**config.mk**
```make
export PLATFORM = sky130hd
export DESIGN_NAME = fpu_normalizer
export DESIGN_NICKNAME = d
export VERILOG_FILES = /design/src/rtl/fpu_pkg.sv /design/src/rtl/fpu_normalizer.sv
export SDC_FILE = /design/constraint.sdc
export NUM_CORES = 1
export LEC_CHECK = 0
export BUFFER_PORTS_ARGS = -buffer_cell sky130_fd_sc_hd__buf_2
export CORE_MARGIN = 8
export CORE_UTILIZATION = 28
export DETAILED_ROUTE_END_ITERATION = 12
export SYNTH_ARGS = -nofsm -noshare
export SYNTH_HDL_FRONTEND = slang
export SYNTH_SLANG_ARGS = --single-unit
```
**constraint.sdc**
```tcl
create_clock -name clock -period 4.95 [get_ports clock]
set_input_delay 0 -clock clock [delete_from_list [all_inputs] [get_ports clock]]
set_output_delay 0 -clock clock [all_outputs]
set_load 0.05 [all_outputs]
```
**src/rtl/fpu_pkg.sv**
```systemverilog
// fpu_pkg: shared widths, FSM states and status bit positions for the FPU normalizer.
package fpu_pkg;
    localparam int EXP_W  = 6;
    localparam int MAN_W  = 25;
    localparam int BIAS   = (1 << (EXP_W - 1)) - 1;
    localparam int IEXP_W = EXP_W + 2;
    localparam int DATA_W = 1 + EXP_W + MAN_W;

    localparam logic signed [IEXP_W-1:0] EXP_ONE = IEXP_W'(1);
    localparam logic signed [IEXP_W-1:0] EXP_MAX = IEXP_W'((1 << EXP_W) - 1);

    localparam int ST_OVF  = 3;
    localparam int ST_UNF  = 2;
    localparam int ST_INX  = 1;
    localparam int ST_ZERO = 0;

    typedef enum logic [1:0] {S_IDLE, S_NORM, S_PACK, S_DONE} state_t;
endpackage

```
**src/rtl/fpu_normalizer.sv**
```systemverilog
// fpu_normalizer: iterative one-shift-per-cycle normalizer, truncation and packing stage
// following the FPU adder, with valid/ready on both sides.
module fpu_normalizer
    import fpu_pkg::*;
(
    input  logic               clock,
    input  logic               reset,
    input  logic               in_valid,
    output logic               in_ready,
    input  logic               in_sign,
    input  logic [EXP_W-1:0]   in_exp,
    input  logic [MAN_W+1:0]   in_mant,
    input  logic               in_sticky,
    output logic               out_valid,
    input  logic               out_ready,
    output logic [DATA_W-1:0]  data_out,
    output logic [3:0]         status_out
);
    state_t                    state;
    logic                      sign;
    logic                      inexact;
    logic                      zero_f;
    logic                      unf_f;
    logic [MAN_W+1:0]          mant;
    logic signed [IEXP_W-1:0]  expo;
    logic                      accept;
    logic                      norm_done;
    logic [DATA_W-1:0]         pack_data;
    logic [3:0]                pack_status;

    assign in_ready = state == S_IDLE;
    assign accept   = in_valid && in_ready;

    // Leaving S_NORM: zero, or no carry and either normalized or out of exponent range.
    always_comb begin
        norm_done   = mant == '0 || (!mant[MAN_W+1] && (mant[MAN_W] || expo <= EXP_ONE));
        pack_data   = {sign, expo[EXP_W-1:0], mant[MAN_W-1:0]};
        pack_status = '0;
        pack_status[ST_INX] = inexact;
        if (zero_f) begin
            pack_data   = '0;
            pack_status = '0;
            pack_status[ST_ZERO] = 1'b1;
        end else if (unf_f) begin
            pack_data = {sign, {(EXP_W + MAN_W){1'b0}}};
            pack_status[ST_UNF]  = 1'b1;
            pack_status[ST_ZERO] = 1'b1;
        end else if (expo >= EXP_MAX) begin
            pack_data   = {sign, {EXP_W{1'b1}}, {MAN_W{1'b0}}};
            pack_status = '0;
            pack_status[ST_OVF] = 1'b1;
            pack_status[ST_INX] = 1'b1;
        end
    end

    always_ff @(posedge clock or negedge reset) begin
        if (!reset) begin
            state      <= S_IDLE;
            out_valid  <= 1'b0;
            data_out   <= '0;
            status_out <= '0;
        end else begin
            case (state)
                S_IDLE: if (accept) state <= S_NORM;
                S_NORM: if (norm_done) state <= S_PACK;
                S_PACK: begin
                    state      <= S_DONE;
                    out_valid  <= 1'b1;
                    data_out   <= pack_data;
                    status_out <= pack_status;
                end
                S_DONE: if (out_ready) begin
                    state     <= S_IDLE;
                    out_valid <= 1'b0;
                end
                default: state <= S_IDLE;
            endcase
        end
    end

    always_ff @(posedge clock or negedge reset) begin
        if (!reset) begin
            sign    <= 1'b0;
            inexact <= 1'b0;
            zero_f  <= 1'b0;
            unf_f   <= 1'b0;
            mant    <= '0;
            expo    <= '0;
        end else if (accept) begin
            sign    <= in_sign;
            inexact <= in_sticky;
            zero_f  <= 1'b0;
            unf_f   <= 1'b0;
            mant    <= in_mant;
            expo    <= {2'b00, in_exp};
        end else if (state == S_NORM) begin
            if (mant == '0) begin
                zero_f <= 1'b1;
            end else if (mant[MAN_W+1]) begin
                mant    <= mant >> 1;
                expo    <= expo + EXP_ONE;
                inexact <= inexact | mant[0];
            end else if (!mant[MAN_W]) begin
                if (expo <= EXP_ONE) begin
                    unf_f <= 1'b1;
                end else begin
                    mant <= mant << 1;
                    expo <= expo - EXP_ONE;
                end
            end
        end
    end
endmodule

```
; After elaboration in Yosys (flattened, before gate mapping)
; Cells that the tools add are included.
[totals]
reg_bits = 78
wordCells = 86
[classes]
add_sub_neg = 2
order_cmp = 2
eq_ne = 11
muxes = 40
bitwise = 1
n_reduce_logical = 19
[op_table]
columns = operator, count
row1 = two-way mux 27 bit, 3
row2 = two-way mux 26 bit, 3
row3 = two-way mux 31 bit, 2
row4 = two-way mux 8 bit, 6
row5 = two-way mux 32 bit, 1
row6 = zero test 27 bit, 1
row7 = two-way mux 1 bit, 18
row8 = nonzero test 2 bit, 5
row9 = "adder 8 x 2 -> 8 bit, second input constant", 1
row10 = ">= comparator 8 x 7 -> 1 bit, second input constant", 1
row11 = "less-or-equal comparator 8 x 2 -> 1 bit, second input constant", 1
row12 = two-way mux 4 bit, 2
row13 = case mux 2 bit (4 select lines), 1
row14 = "subtractor 8 x 2 -> 8 bit, second input constant", 1
row15 = two-way mux 2 bit, 3
row16 = "!= test 2 x 1 -> 1 bit, second input constant", 3
row17 = "!= test 2 bit, second input constant", 3
row18 = AND reduction 2 bit, 3
row19 = AND reduction 3 bit, 2
row20 = AND reduction 5 bit, 1
row21 = "equality test 2 bit, second input constant", 2
row22 = AND reduction 4 bit, 1
row23 = "!= test 3 x 1 -> 1 bit, second input constant", 1
row24 = "!= test 3 bit, second input constant", 1
row25 = other kinds (7), 9

; Depth between registers and ports, before layout
; Gate-level depths: netlist of run 1.
[logic_depth]
depth_word = 7
mapped_depth = 9
depth_no_buf = 7

; Least setup slack after synthesis of run 1
; Ideal clock, no wire load.
[synth_timing]
kind = register -> register
startpoint = register state[0]
endpoint = register mant[10]
arrival_ns = 2.304
required_ns = 4.825
setup_slack_ns = 2.521
stages_incl_launch_ff = 8
n_path_buf = 2
period_less_slack_ns = 2.429
path_cell_list = dfrtp_1 -> inv_1 -> ha_1 -> nand2_1 -> clkdlybuf4s15_1 -> o21ai_2 -> buf_2 -> mux2_4
[synth_between]
elab_chain_len = 4
elab_cells_between_ends = 9
[synth_rtl]
columns = item, line
row1 = from (decl), fpu_normalizer.sv:19  ; state_t state;
row2 = from (signal assigned), fpu_normalizer.sv:58  ; state <= S_IDLE;
row3 = from (signal assigned), fpu_normalizer.sv:64  ; S_IDLE: if (accept) state <= S_NORM;
row4 = from (signal assigned), fpu_normalizer.sv:65  ; S_NORM: if (norm_done) state <= S_PACK;
row5 = zero test 2 bit *, fpu_normalizer.sv:31  ; assign in_ready = state == S_IDLE;
row6 = net in_ready, fpu_normalizer.sv:9  ; output logic in_ready,
row7 = logical AND 1 bit *, fpu_normalizer.sv:32  ; assign accept = in_valid && in_ready;
row8 = "!= test 3 bit (no source line), or another cell as far along", n/a
row9 = AND reduction 4 bit (no source line), n/a
row10 = to (signal assigned), fpu_normalizer.sv:94  ; mant <= in_mant;
row11 = to (signal assigned), fpu_normalizer.sv:100  ; mant <= mant >> 1;
row12 = to (signal assigned), fpu_normalizer.sv:107  ; mant <= mant << 1;
row13 = to (decl), fpu_normalizer.sv:24  ; logic [MAN_W+1:0] mant;
; Mark *: on every way through the listed nets, which the timed path passes. The rest lies on a longest branch.
; A chain may end at the register's enable or synchronous reset.

; Worst setup path in the final report of run 1
[layout_timing]
startpoint = register mant[26]
endpoint = register mant[17]
[layout_between]
elab_chain_len = 4
elab_cells_between_ends = 9
[layout_rtl]
columns = item
row1 = "parallel branches: the longest is 4 deep, another holds zero test 27 bit"
; Several ways; the timed one is not identified. The select of a mux whose other input is x is not followed.

==> results of run 1 <==
[repair_timing]
action                    CTS  global route
gates resized for setup     0             0
hold buffers               14             0
hold endpoints to repair   91             0
[flip-flops by register name (all words and copies together), names as in the netlist]
signal      flops
data_out       32
expo            8
inexact         1
mant           27
out_valid       1
sign            1
state           2
status_out      4
unf_f           1
zero_f          1
[through the flow]
step,setup slack [ps],util
after detailed placement,2080,0.322
after global routing,1840,0.353
final,2020,0.353
after CTS,2050,0.353
after floorplan,2520,-
after global placement,2100,0.322
[final cells by class]
class / count / area share
Timing Repair Buffer: 96 / 0.116
Clock inverter: 7 / 0.0145
Clock buffer: 9 / 0.0459
Sequential cell: 78 / 0.398
Tap cell: 180 / 0.0459
Multi-Input combinational cell: 229 / 0.371
Inverter: 11 / 0.00842
[worst min-delay path: stages]
cell	delay, ps
buf_2	90
o21ai_0	80
mux2i_1	140
[power by group]
part	total, mW	internal, mW	leakage (nW)	switching [mW]
clock network	0.662	0.392	0.150	0.270
logic	1.63	0.566	1.21	1.06
registers	1.08	0.863	1.01	0.216
total	3.37	1.82	2.38	1.55
[layout by cell type, fill, tap and decap left out, types with 4 or more instances in the layout]
cell,count
and3_1,22
ha_1,7
dlygate4sd3_1,14
a21oi_1,9
a31oi_1,11
a221o_1,22
o21ai_0,9
or4_1,5
mux2_2,4
clkbuf_16,9
a22o_1,26
inv_1,10
o31ai_1,6
buf_2,75
buf_4,7
nor2_1,21
o2bb2ai_1,5
nand2_1,13
o21a_1,4
mux2_4,19
nor4_1,7
dfrtp_1,78
[metal layers]
layer | up-vias | share of wire | track usage
met1 | 1588 | 0.46 | 0.160
met4 | 0 | 0.013 | 0.0370
met5 | - | 0 | 0
met2 | 84 | 0.46 | 0.190
met3 | 13 | 0.062 | 0.0282
li1 | 1500 | - | -
[worst paths after layout]
kind,startpoint,endpoint,slack (ps),cells past startpoint
max in group asynchronous,reset,mant[4],3940,2
min in group asynchronous,reset,mant[20],370,2
setup / recovery,mant[26],mant[17],2020,7
setup reg to reg,mant[26],mant[17],2020,7
hold / removal,in_mant[24],mant[24],10,3
hold reg to reg,data_out[26],data_out[26],480,1
[logic make-up after synthesis]
group | count (synthesis)
AO/OA/AOI/OAI | 110
buffers and inverters | 39
multiplexers | 25
AND/OR/NAND/NOR | 86
flip-flops | 78
adder cells (fa/ha/maj) | 7
XOR/XNOR | 1
==> flow_summary.ini, run 1 <==
[power]
finalPower_mw = 3.37
p_leak_nw = 2.38
peakVddDrop_uv = 376
pwr_density_cell_nw_per_um2 = 688

[worst_setup_path]
worstPathMaxFanout = 39
cpLargestDelayFamily = compound AO/OA/AOI/OAI gates
endpoint_kind = register
crit_chain = buf_4, nor4_1, nand4_1, o21ai_2, o21ai_2, buf_4, mux2_4
cp_slowest_cell = o21ai_2
cp_slowest_stage_delay_ps = 670
crit_type = reg -> reg
crit_path_start_kind = register
crit_required_ps = 5170
cp.arrival_ps = 3150
path_buf_inv = 2

[logic_synthesis]
yosysSeqAreaShare = 0.492
yosys-top-cells-count = dfrtp_1 (78), a22o_1 (26), a221o_1 (22), and3_1 (22), nor2_1 (21)
synth_area_um2 = 3970
synth_top_cell_area_share = 0.492
synth-simple-area-share = 0.120
synth_top_family_by_area = compound AO/OA/AOI/OAI gates
synth_area_leader_cell = dfrtp_1
async_flop_share = 1.00
ys.flop_type = dfrtp_1
ys_seq_elements = 78
yosysWarnings = 0
synthMostInstantiatedCell = dfrtp_1
ys_types = 54
synth_fa_ha_area_frac = 0.0221
synthCells = 346
synth_compound_area_frac = 0.227
synth_xor_area_frac = 0.00221
syn_nets = 392
synthMuxAreaShare = 0.0884
avgSynthCellArea_um2 = 11.5
synthTopCellsByArea = dfrtp_1 (49%), mux2_4 (7.2%), a22o_1 (5.7%), a221o_1 (5.6%), and3_1 (3.5%)
synth_edf_count = 0

[place]
io_buffers = 76
dp_hpwl_um = 7690
gp_congestion = 0.828
place_inst = 580
placed_area_um2 = 4470

[timing]
max_freq_ghz = 0.341
relSlewSlack = 0.341
finClkSkew_ps = 8.65
period_needed_ps = 2930
layout_worst_path_cycle_share = 0.593
tightest_slew_ps = 988
slew_viol_final = 0
hold_viol_final = 0
setup_violations = 0
tns_ps = 0
rsz0062_at_grt = no
timing.hold.ws_ps = 15.0

[clock_network]
numClockSinks = 78
cts_buffer_depth = 2
cts_max_level = 3
clk_pin_slew_ps = 60
clk_latency_ps = 340
postCtsSetupRepairBufs = 0
clockRootBuffer = clkbuf_16
cts_tree = built
numCtsBuffers = 9

[route]
drtAntennaViolNets = 0
drc_errors = 0
drt_iter0_drc = 221
finalWirelength_um = 10900
wire_per_inst_um = 17.9
viasPerCell = 5.22
firstDrtPassIters = 5
vias = 3185

[run]
max_cap_violations = 0

[outcome]
status = completed

[die]
die_y_um = 135
row_count = 43
die_area_um2 = 18200
initial_core_util = 0.286
ios = 77
core-area_um2 = 13900
die_x_um = 135

[grt]
grt_pass1_vias = 3203
globalRouteOverflowTotal = 0
antenna_found_initial = 0
grt_first_pass_wirelength_um = 17500
grt_usage = 0.121
grt_start_max_net_pins = 79

[layout]
multi_input_area_um2 = 1820
n_antenna_cell = 0
finalNetCount = 471
stdcell_count = 610
fillers = 1416
drive_above_1_share = 0.305
syn_to_final_growth_pct = 23.7
regArea_um2 = 1950
final_cell_area_um2 = 4900

[min_path]
hold_path_class = in -> reg
Power figures use the tool's default switching activity.
==> run 2: changes to the inputs <==
==> constraint.sdc (replaced) <==
create_clock -name clock -period 2.4 [get_ports clock]
set_input_delay 0 -clock clock [delete_from_list [all_inputs] [get_ports clock]]
set_output_delay 0 -clock clock [all_outputs]
set_load 0.05 [all_outputs]
==> run 2 against run 1 <==
Compared with the run above: register-to-register slack got worse by 1900 ps; non-clock buffer count rose by 15; clock power rose by 130%; clock-buffer cell count rose by 1; setup slack got worse by 1900 ps; critical endpoint is now mant[18].
==> flow_summary.ini, run 2 (same netlist as run 1, synthesis figures left out) <==
[grt]
grt_pass1_vias = 3278
grt_first_pass_wirelength_um = 18000
antenna_found_initial = 0
globalRouteOverflowTotal = 0
grt_start_max_net_pins = 79
grt_usage = 0.127

[layout]
final_cell_area_um2 = 5060
final_cell_mix = dfrtp_1 (78), buf_2 (75), a22o_1 (26)
finalNetCount = 486
fillers = 1411
n_antenna_cell = 0
reg_top3 = data_out x32, mant x27, expo x8
syn_to_final_growth_pct = 27.5
largest_reg_flops = 32
drive_above_1_share = 0.328
top_register = data_out
final_common_cell = dfrtp_1

[route]
viasPerCell = 5.16
drtAntennaViolNets = 0
firstDrtPassIters = 4
wire_per_inst_um = 17.8
drc_errors = 0
vias = 3225
finalWirelength_um = 11100
drt_iter0_drc = 269

[timing]
period_needed_ps = 2280
hold_viol_final = 0
tightest_slew_ps = 1020
rsz0062_at_grt = no
relSlewSlack = 0.319
max_freq_ghz = 0.439
fin_ws_ps = 123
finClkSkew_ps = 10.5
layout_worst_path_cycle_share = 0.949
setup_violations = 0
slew_viol_final = 0
tns_ps = 0

[power]
peakVddDrop_uv = 708
pwr_density_cell_nw_per_um2 = 1430
finalPower_mw = 7.22
p_leak_nw = 2.45

[worst_setup_path]
cpLargestDelayFamily = compound AO/OA/AOI/OAI gates
timing.rr.end = mant[18]
reg2reg_slack_ps = 120
cp_slowest_stage_delay_ps = 460
worstPathMaxFanout = 12
crit_path_start_kind = register
crit_start = expo[0]
critical_path_depth = 8
cp.arrival_ps = 2510
crit_chain = inv_1, ha_1, nor2_1, o41a_4, a21oi_4, o21ai_2, buf_4, mux2_4
endpoint_kind = register
path_buf_inv = 2
crit_required_ps = 2630
cp_slowest_cell = o41a_4
cp-endpoint = mant[18]
reg2reg_from = expo[0]
crit_type = reg -> reg
r2r_cells = 8

[clock_network]
clockRootBuffer = clkbuf_16
clk_pin_slew_ps = 70
cts_max_level = 3
cts_buffer_depth = 2
clk_latency_ps = 340
postCtsResizedCells = 0
numCtsBuffers = 9
postCtsSetupRepairBufs = 0
cts_tree = built
numClockSinks = 78

[die]
initial_core_util = 0.286
row_count = 43
die_area_um2 = 18200
core-area_um2 = 13900
die_y_um = 135
die_x_um = 135
ios = 77

[place]
dp_hpwl_um = 8000
dp_slack_ps = 117
io_buffers = 76
gp_congestion = 0.827
placed_area_um2 = 4580

[outcome]
status = completed

[run]
max_cap_violations = 0

[min_path]
hold_path_class = in -> reg
## run 2: repair_timing
action | CTS | global route
endpoints found under the hold margin | 92 | 0
hold buffers | 15 | 0
setup endpoints to repair | 0 | 7
## run 2: power by group
group          switching (mW)  internal (mW)
logic                    2.26           1.28
registers               0.396           1.78
clock network           0.559          0.944
total                    3.22           4.01
## run 2: tightest hold or removal path: stages
cell and delay [ps]:
buf_2 80, a221o_1 120, mux2_4 130
## run 2: cell type report
class	count	area (µm²)	area share
multi-input cells	229	1820	0.361
flip-flops and latches	78	1950	0.386
repair buffers	111	683	0.135
inverters	11	41.3	0.00816
clock buffers	10	239	0.0473
well taps	180	225	0.0445
clock inverters	6	92.6	0.0183
## run 2: how the worst min path moves through the flow
stage	start	end	slack [ps]	cells after the start
2_1_floorplan	reset	data_out[0]	-300	0
6_report	in_mant[17]	mant[17]	20	3
3_5_place_dp	in_sticky	inexact	230	3
5_1_grt	in_mant[19]	mant[19]	20	3
3_3_place_gp	in_sticky	inexact	210	3
4_1_cts	in_mant[1]	mant[1]	10	3
## run 2: stage by stage
stage          hold WS, ps  instances   util
2_1_floorplan         -296        346      -
3_3_place_gp           208        594  0.330
3_5_place_dp           225        594  0.330
4_1_cts               14.0        625  0.364
5_1_grt               18.5        625  0.364
6_report              23.9        625  0.364
## run 2: routing by layer
layer	GRT usage	wire [µm]	vias up
li1	-	-	1531
met1	0.169	5300	1581
met2	0.191	4940	98
met3	0.0394	694	15
met4	0.0426	193	0
met5	0	0	-
